## config.mk

```make
export PLATFORM = sky130hd
export DESIGN_NAME = load_store_unit
export DESIGN_NICKNAME = d
export VERILOG_FILES = /design/src/rtl/load_store_unit.sv
export SDC_FILE = /design/constraint.sdc
export NUM_CORES = 1
export LEC_CHECK = 0
export ABC_AREA = 1
export BUFFER_PORTS_ARGS = -buffer_cell sky130_fd_sc_hd__buf_2
export CORE_MARGIN = 5
export CORE_UTILIZATION = 45
export CTS_CLUSTER_DIAMETER = 80
export DETAILED_ROUTE_END_ITERATION = 6
export GPL_ROUTABILITY_DRIVEN = 0
export PLACE_DENSITY_LB_ADDON = 0.08
export SLEW_MARGIN = 5
export SYNTH_ARGS = -nofsm -noshare
export SYNTH_HDL_FRONTEND = slang
export SYNTH_SLANG_ARGS = --single-unit
```

## constraint.sdc

```tcl
create_clock -name clk -period 1.3 [get_ports clk]
set_input_delay 0 -clock clk [delete_from_list [all_inputs] [get_ports clk]]
set_output_delay 0 -clock clk [all_outputs]
set_load 0.02 [all_outputs]
```

## src/rtl/load_store_unit.sv

```systemverilog
// Memory-stage load/store engine: validates, issues one data-bus access per
// instruction with req/ack handshake, stalls upstream, and extends load data.
module load_store_unit #(
    parameter int unsigned TIMEOUT_CYCLES = 255,
    parameter int unsigned CNT_W          = 8
) (
    input  logic        clk,
    input  logic        rst,
    input  logic        lsu_req_valid,
    input  logic        lsu_is_load,
    input  logic [2:0]  lsu_funct3,
    input  logic [31:0] lsu_addr,
    input  logic [31:0] lsu_wdata,
    output logic        lsu_stall,
    output logic        lsu_done,
    output logic [31:0] lsu_rdata,
    output logic        lsu_fault,
    output logic [1:0]  lsu_fault_code,
    output logic        dbus_req,
    output logic        dbus_we,
    output logic [31:0] dbus_addr,
    output logic [31:0] dbus_wdata,
    output logic [3:0]  dbus_be,
    input  logic        dbus_ack,
    input  logic [31:0] dbus_rdata
);

    localparam logic [1:0] S_IDLE = 2'd0;
    localparam logic [1:0] S_BUSY = 2'd1;
    localparam logic [1:0] S_DONE = 2'd2;

    localparam logic [1:0] FC_MISALIGN = 2'b01;
    localparam logic [1:0] FC_ILLEGAL  = 2'b10;
    localparam logic [1:0] FC_TIMEOUT  = 2'b11;

    logic [1:0]       state_q, state_d;
    logic [CNT_W-1:0] cnt_q, cnt_d;
    logic             req_q, req_d;
    logic             we_q, we_d;
    logic [31:0]      addr_q, addr_d;
    logic [31:0]      wdata_q, wdata_d;
    logic [3:0]       be_q, be_d;
    logic [2:0]       f3_q, f3_d;
    logic [1:0]       off_q, off_d;
    logic [31:0]      rdata_q, rdata_d;
    logic             fault_q, fault_d;
    logic [1:0]       fcode_q, fcode_d;
    logic             stall;

    logic             req_legal;
    logic             req_aligned;
    logic [31:0]      store_data;
    logic [3:0]       store_be;
    logic [7:0]       ld_byte;
    logic [15:0]      ld_half;
    logic [31:0]      load_data;

    // funct3[1:0] encodes access size for every legal code: 00 byte, 01 half, 10 word
    always_comb begin
        if (lsu_is_load) begin
            req_legal = (lsu_funct3 == 3'b000) || (lsu_funct3 == 3'b001) ||
                        (lsu_funct3 == 3'b010) || (lsu_funct3 == 3'b100) ||
                        (lsu_funct3 == 3'b101);
        end else begin
            req_legal = (lsu_funct3 == 3'b000) || (lsu_funct3 == 3'b001) ||
                        (lsu_funct3 == 3'b010);
        end
        case (lsu_funct3[1:0])
            2'b00:   req_aligned = 1'b1;
            2'b01:   req_aligned = (lsu_addr[0] == 1'b0);
            default: req_aligned = (lsu_addr[1:0] == 2'b00);
        endcase
    end

    always_comb begin
        case (lsu_funct3[1:0])
            2'b00: begin
                store_data = {4{lsu_wdata[7:0]}};
                store_be   = 4'b0001 << lsu_addr[1:0];
            end
            2'b01: begin
                store_data = {2{lsu_wdata[15:0]}};
                store_be   = 4'b0011 << lsu_addr[1:0];
            end
            default: begin
                store_data = lsu_wdata;
                store_be   = 4'b1111;
            end
        endcase
    end

    always_comb begin
        case (off_q)
            2'd0:    ld_byte = dbus_rdata[7:0];
            2'd1:    ld_byte = dbus_rdata[15:8];
            2'd2:    ld_byte = dbus_rdata[23:16];
            default: ld_byte = dbus_rdata[31:24];
        endcase
        ld_half = off_q[1] ? dbus_rdata[31:16] : dbus_rdata[15:0];
        case (f3_q)
            3'b000:  load_data = {{24{ld_byte[7]}}, ld_byte};
            3'b001:  load_data = {{16{ld_half[15]}}, ld_half};
            3'b100:  load_data = {24'b0, ld_byte};
            3'b101:  load_data = {16'b0, ld_half};
            default: load_data = dbus_rdata;
        endcase
    end

    always_comb begin
        state_d = state_q;
        cnt_d   = cnt_q;
        req_d   = req_q;
        we_d    = we_q;
        addr_d  = addr_q;
        wdata_d = wdata_q;
        be_d    = be_q;
        f3_d    = f3_q;
        off_d   = off_q;
        rdata_d = rdata_q;
        fault_d = 1'b0;
        fcode_d = 2'b00;
        stall   = 1'b0;
        case (state_q)
            S_IDLE: begin
                if (lsu_req_valid) begin
                    if (!req_legal) begin
                        fault_d = 1'b1;
                        fcode_d = FC_ILLEGAL;
                    end else if (!req_aligned) begin
                        fault_d = 1'b1;
                        fcode_d = FC_MISALIGN;
                    end else begin
                        stall   = 1'b1;
                        state_d = S_BUSY;
                        cnt_d   = '0;
                        req_d   = 1'b1;
                        we_d    = !lsu_is_load;
                        addr_d  = {lsu_addr[31:2], 2'b00};
                        off_d   = lsu_addr[1:0];
                        f3_d    = lsu_funct3;
                        wdata_d = lsu_is_load ? '0 : store_data;
                        be_d    = lsu_is_load ? 4'b1111 : store_be;
                    end
                end
            end
            S_BUSY: begin
                stall = 1'b1;
                // An ack in the final allowed cycle still completes the access.
                if (dbus_ack) begin
                    req_d   = 1'b0;
                    state_d = S_DONE;
                    if (!we_q) begin
                        rdata_d = load_data;
                    end
                end else if (cnt_q == CNT_W'(TIMEOUT_CYCLES - 1)) begin
                    req_d   = 1'b0;
                    fault_d = 1'b1;
                    fcode_d = FC_TIMEOUT;
                    state_d = S_IDLE;
                end else begin
                    cnt_d = cnt_q + CNT_W'(1);
                end
            end
            S_DONE: begin
                state_d = S_IDLE;
            end
            default: begin
                state_d = S_IDLE;
            end
        endcase
    end

    always_ff @(posedge clk) begin
        if (rst) begin
            state_q <= S_IDLE;
            cnt_q   <= '0;
            req_q   <= 1'b0;
            we_q    <= 1'b0;
            addr_q  <= '0;
            wdata_q <= '0;
            be_q    <= '0;
            f3_q    <= '0;
            off_q   <= '0;
            rdata_q <= '0;
            fault_q <= 1'b0;
            fcode_q <= '0;
        end else begin
            state_q <= state_d;
            cnt_q   <= cnt_d;
            req_q   <= req_d;
            we_q    <= we_d;
            addr_q  <= addr_d;
            wdata_q <= wdata_d;
            be_q    <= be_d;
            f3_q    <= f3_d;
            off_q   <= off_d;
            rdata_q <= rdata_d;
            fault_q <= fault_d;
            fcode_q <= fcode_d;
        end
    end

    assign lsu_stall      = stall & ~rst;
    assign lsu_done       = (state_q == S_DONE);
    assign lsu_rdata      = rdata_q;
    assign lsu_fault      = fault_q;
    assign lsu_fault_code = fcode_q;
    assign dbus_req       = req_q;
    assign dbus_we        = we_q;
    assign dbus_addr      = addr_q;
    assign dbus_wdata     = wdata_q;
    assign dbus_be        = be_q;

endmodule

```

==> results.ini <==
[pwr]
worst_ir_drop_vdd_mv = 0.8102
power.density_nw_per_um2 = 1056
p_leak_nw = 4.495

[placement]
pre_cts_slack_ns = -0.07272
port_buffers = 208
dpl.hpwl_mm = 12.36

[global_routing]
grt_pass1_vias = 6566
grt_pass1_wl_mm = 31.02
antenna_found_initial = 1
grt.busiest_layer = met2
gr-usage-met1_pct = 30.23
grt_overflow = 0
grt_start_max_net_pins = 101
grtUsageMet3_pct = 7.319
grt.total_usage_pct = 25.81
grt_use_met2_pct = 44.45

[sta]
hold_viol_final = 0
setup_violations = 107
rsz0062_at_grt = true
drv_slew = 0
period_share_pct = 109.5
min_period_ns = 1.424
tightest_slew_ns = 0.7406
fmax_mhz = 702.2
finClkSkew_ns = 0.006835
max-slew-margin-rel_pct = 50.57
finalWorstSetupSlack_ns = -0.1240
hold-worst-slack_ns = 0.02956

[synth]
async_flop_share_pct = 0
synth.largest_area_cell = dfxtp_1
synth_seq_cells = 118
synth_area_leaders = dfxtp_1 41%, nand2_1 16%, a21oi_1 7.3%
syn_inst = 846
synth_top_area_share_pct = 41.17
ys.flop_type = dfxtp_1
syn_avg_cell_area_um2 = 6.783
synth_edf_count = 0
netlist_area_um2 = 5738
yosysWarnings = 0
ys_seq_area_share_pct = 41.17
synth_cell_types = 34

[layout]
fillers = 952
drive_gt1_share_pct = 37.25
final_util_pct = 76.70
area_growth_pct = 68.01
fin_nets = 1310

[clocking]
clkLatencyLatePin_ns = 0.41
root_buffer = clkbuf_16
h-tree-depth = 4
clkTransAtPathRegs_ns = 0.05
cts_buffers = 17
cts_buffer_depth = 2
clkSinkCount = 118
cts_tree = yes

[detailed_routing]
vias = 6928
route.detailed.drc = 0
wire_per_inst_um = 15.09
antenna_left = 0
dr.pass1.iters = 7
routed_wl_mm = 20.96
drt-initial-drc-count = 525
avgViaCountPerCell = 4.988

[outcome]
status = finished, violations left
violations = setup timing

[critical_path]
startpoint_type = flip-flop
cp-end-kind = primary output
arrival_ns = 1.42
critPathRequiredTime_ns = 1.30
max_stage_delay_ns = 0.31
slowest_stage = dfxtp_2
path_class = reg -> out
path_cells = nor2_1 -> nand2_1 -> inv_2 -> nand3_4 -> buf_6 -> a21oi_4 -> buf_6
cp_max_fo = 2
crit_top_cell = buf_6

[floorplan]
start_util_pct = 45.65
io_pins = 211
die-area_um2 = 15110
die_x_um = 122.9
die_y_um = 122.9
placeableCoreArea_um2 = 12570
rows = 41

[worst_hold_path]
hold_class = in -> reg

[flow_run]
drv_cap = 0

## placed cells by master (no fill, tap or decap), types with 12 or more instances in the layout
cell type and count:
dfxtp_1 113, inv_1 63, clkbuf_16 25, o21ai_0 35, nor2_2 18, o21ai_2 12
nor2_1 86, a21oi_2 33, dlygate4sd3_1 91, buf_4 51, nand2_1 227, a21oi_1 69
o21ai_1 20, nand3_1 24, buf_2 206, nand2_2 31
## repair_timing
action,4_1_cts,5_1_grt
pin swaps,3,29
endpoints found under the setup margin,90,118
hold buffers,91,0
setup buffers,5,7
endpoints found under the hold margin,83,0
gates resized for setup,39,116
gates cloned,5,11
## where the power goes
group          leakage (nW)  internal, mW  switching [mW]
Clock                 0.268          2.75            1.64
Combinational          3.27         0.900            1.08
Sequential            0.959          3.75          0.0717
## registers in the layout, indices dropped and copies added, names as in the netlist
register        flops
cnt_q               8
dbus_addr          30
dbus_be             4
dbus_req            1
dbus_wdata         32
dbus_we             1
f3_q                3
lsu_fault           1
lsu_fault_code      2
lsu_rdata          32
off_q               2
state_q             2
## worst max-delay path: cells and delay by family (launching register included)
kind | cells | cell delay [ns]
flip-flops | 1 | 0.31
buffers and inverters | 3 | 0.34
AO/OA/AOI/OAI | 1 | 0.11
AND/OR/NAND/NOR | 3 | 0.24
## cells in the mapped netlist (2+ instances only)
| cell type | count |
|---|---|
| nand2_1 | 240 |
| dfxtp_1 | 118 |
| nor2_1 | 105 |
| a21oi_1 | 84 |
| inv_1 | 67 |
| o21ai_0 | 65 |
| nand3_1 | 24 |
| nand2_2 | 23 |
| a21oi_2 | 20 |
| clkbuf_1 | 18 |
| buf_2 | 13 |
| buf_4 | 12 |
| nand4_1 | 11 |
| o211ai_1 | 11 |
| buf_6 | 5 |
| inv_2 | 4 |
| nor2_2 | 3 |
| o21ai_1 | 3 |
| buf_1 | 2 |
| ha_1 | 2 |
| nor2_4 | 2 |
| xnor2_1 | 2 |
## routing by layer
| layer | part of all wire (%) | vias up |
|---|---|---|
| met5 | 0 | - |
| met4 | 3.1 | 0 |
| met3 | 8.1 | 52 |
| met2 | 49 | 286 |
| met1 | 40 | 3147 |
| li1 | - | 3443 |
## cell type report
class	count	area, um^2	share of cell area, %
Inverter	73	301.5	3.128
Tap cell	172	215.2	2.232
Timing Repair inverter	1	11.26	0.1168
Antenna cell	1	2.502	0.02596
Multi-Input combinational cell	608	3126	32.42
Timing Repair Buffer	385	3064	31.78
Clock inverter	9	77.57	0.8047
Clock buffer	22	474.2	4.919
Sequential cell	118	2369	24.57
## cell families after synthesis
family / after synthesis / share of synthesized area, %
AO/OA/AOI/OAI: 185 / 17.99
XOR/XNOR: 3 / 0.4580
adder cells (fa/ha/maj): 2 / 0.4360
buffers and inverters: 123 / 9.790
flip-flops: 118 / 41.17
other: 1 / 0.06535
AND/OR/NAND/NOR: 414 / 30.09
## final timing paths
check | cells past startpoint | from | slack (ns) | end
worst max-delay path | 7 | state_q[1]$_SDFFE_PP0P_ | -0.12 | lsu_stall
worst min-delay path | 5 | dbus_rdata[26] | 0.03 | lsu_rdata[26]$_SDFFE_PP0P_
worst max register to register | 7 | dbus_we$_SDFFE_PP0P_ | -0.11 | lsu_rdata[8]$_SDFFE_PP0P_
worst min register to register | 2 | dbus_wdata[29]$_SDFFE_PP0P_ | 0.46 | dbus_wdata[29]$_SDFFE_PP0P_
## per-stage QoR
step	setup TNS [ns]	instance area, um^2	std cells	power (mW)
finish	-5.541	9641	1389	10.18
global route	-15.99	9641	1389	10.60
CTS	-4.731	9004	1370	9.975
detailed placement	-2.522	7246	1238	5.283
global placement	-0.9916	7246	1238	5.276
floorplan	0	5766	847	4.712
(Power assumes the default switching activity.)
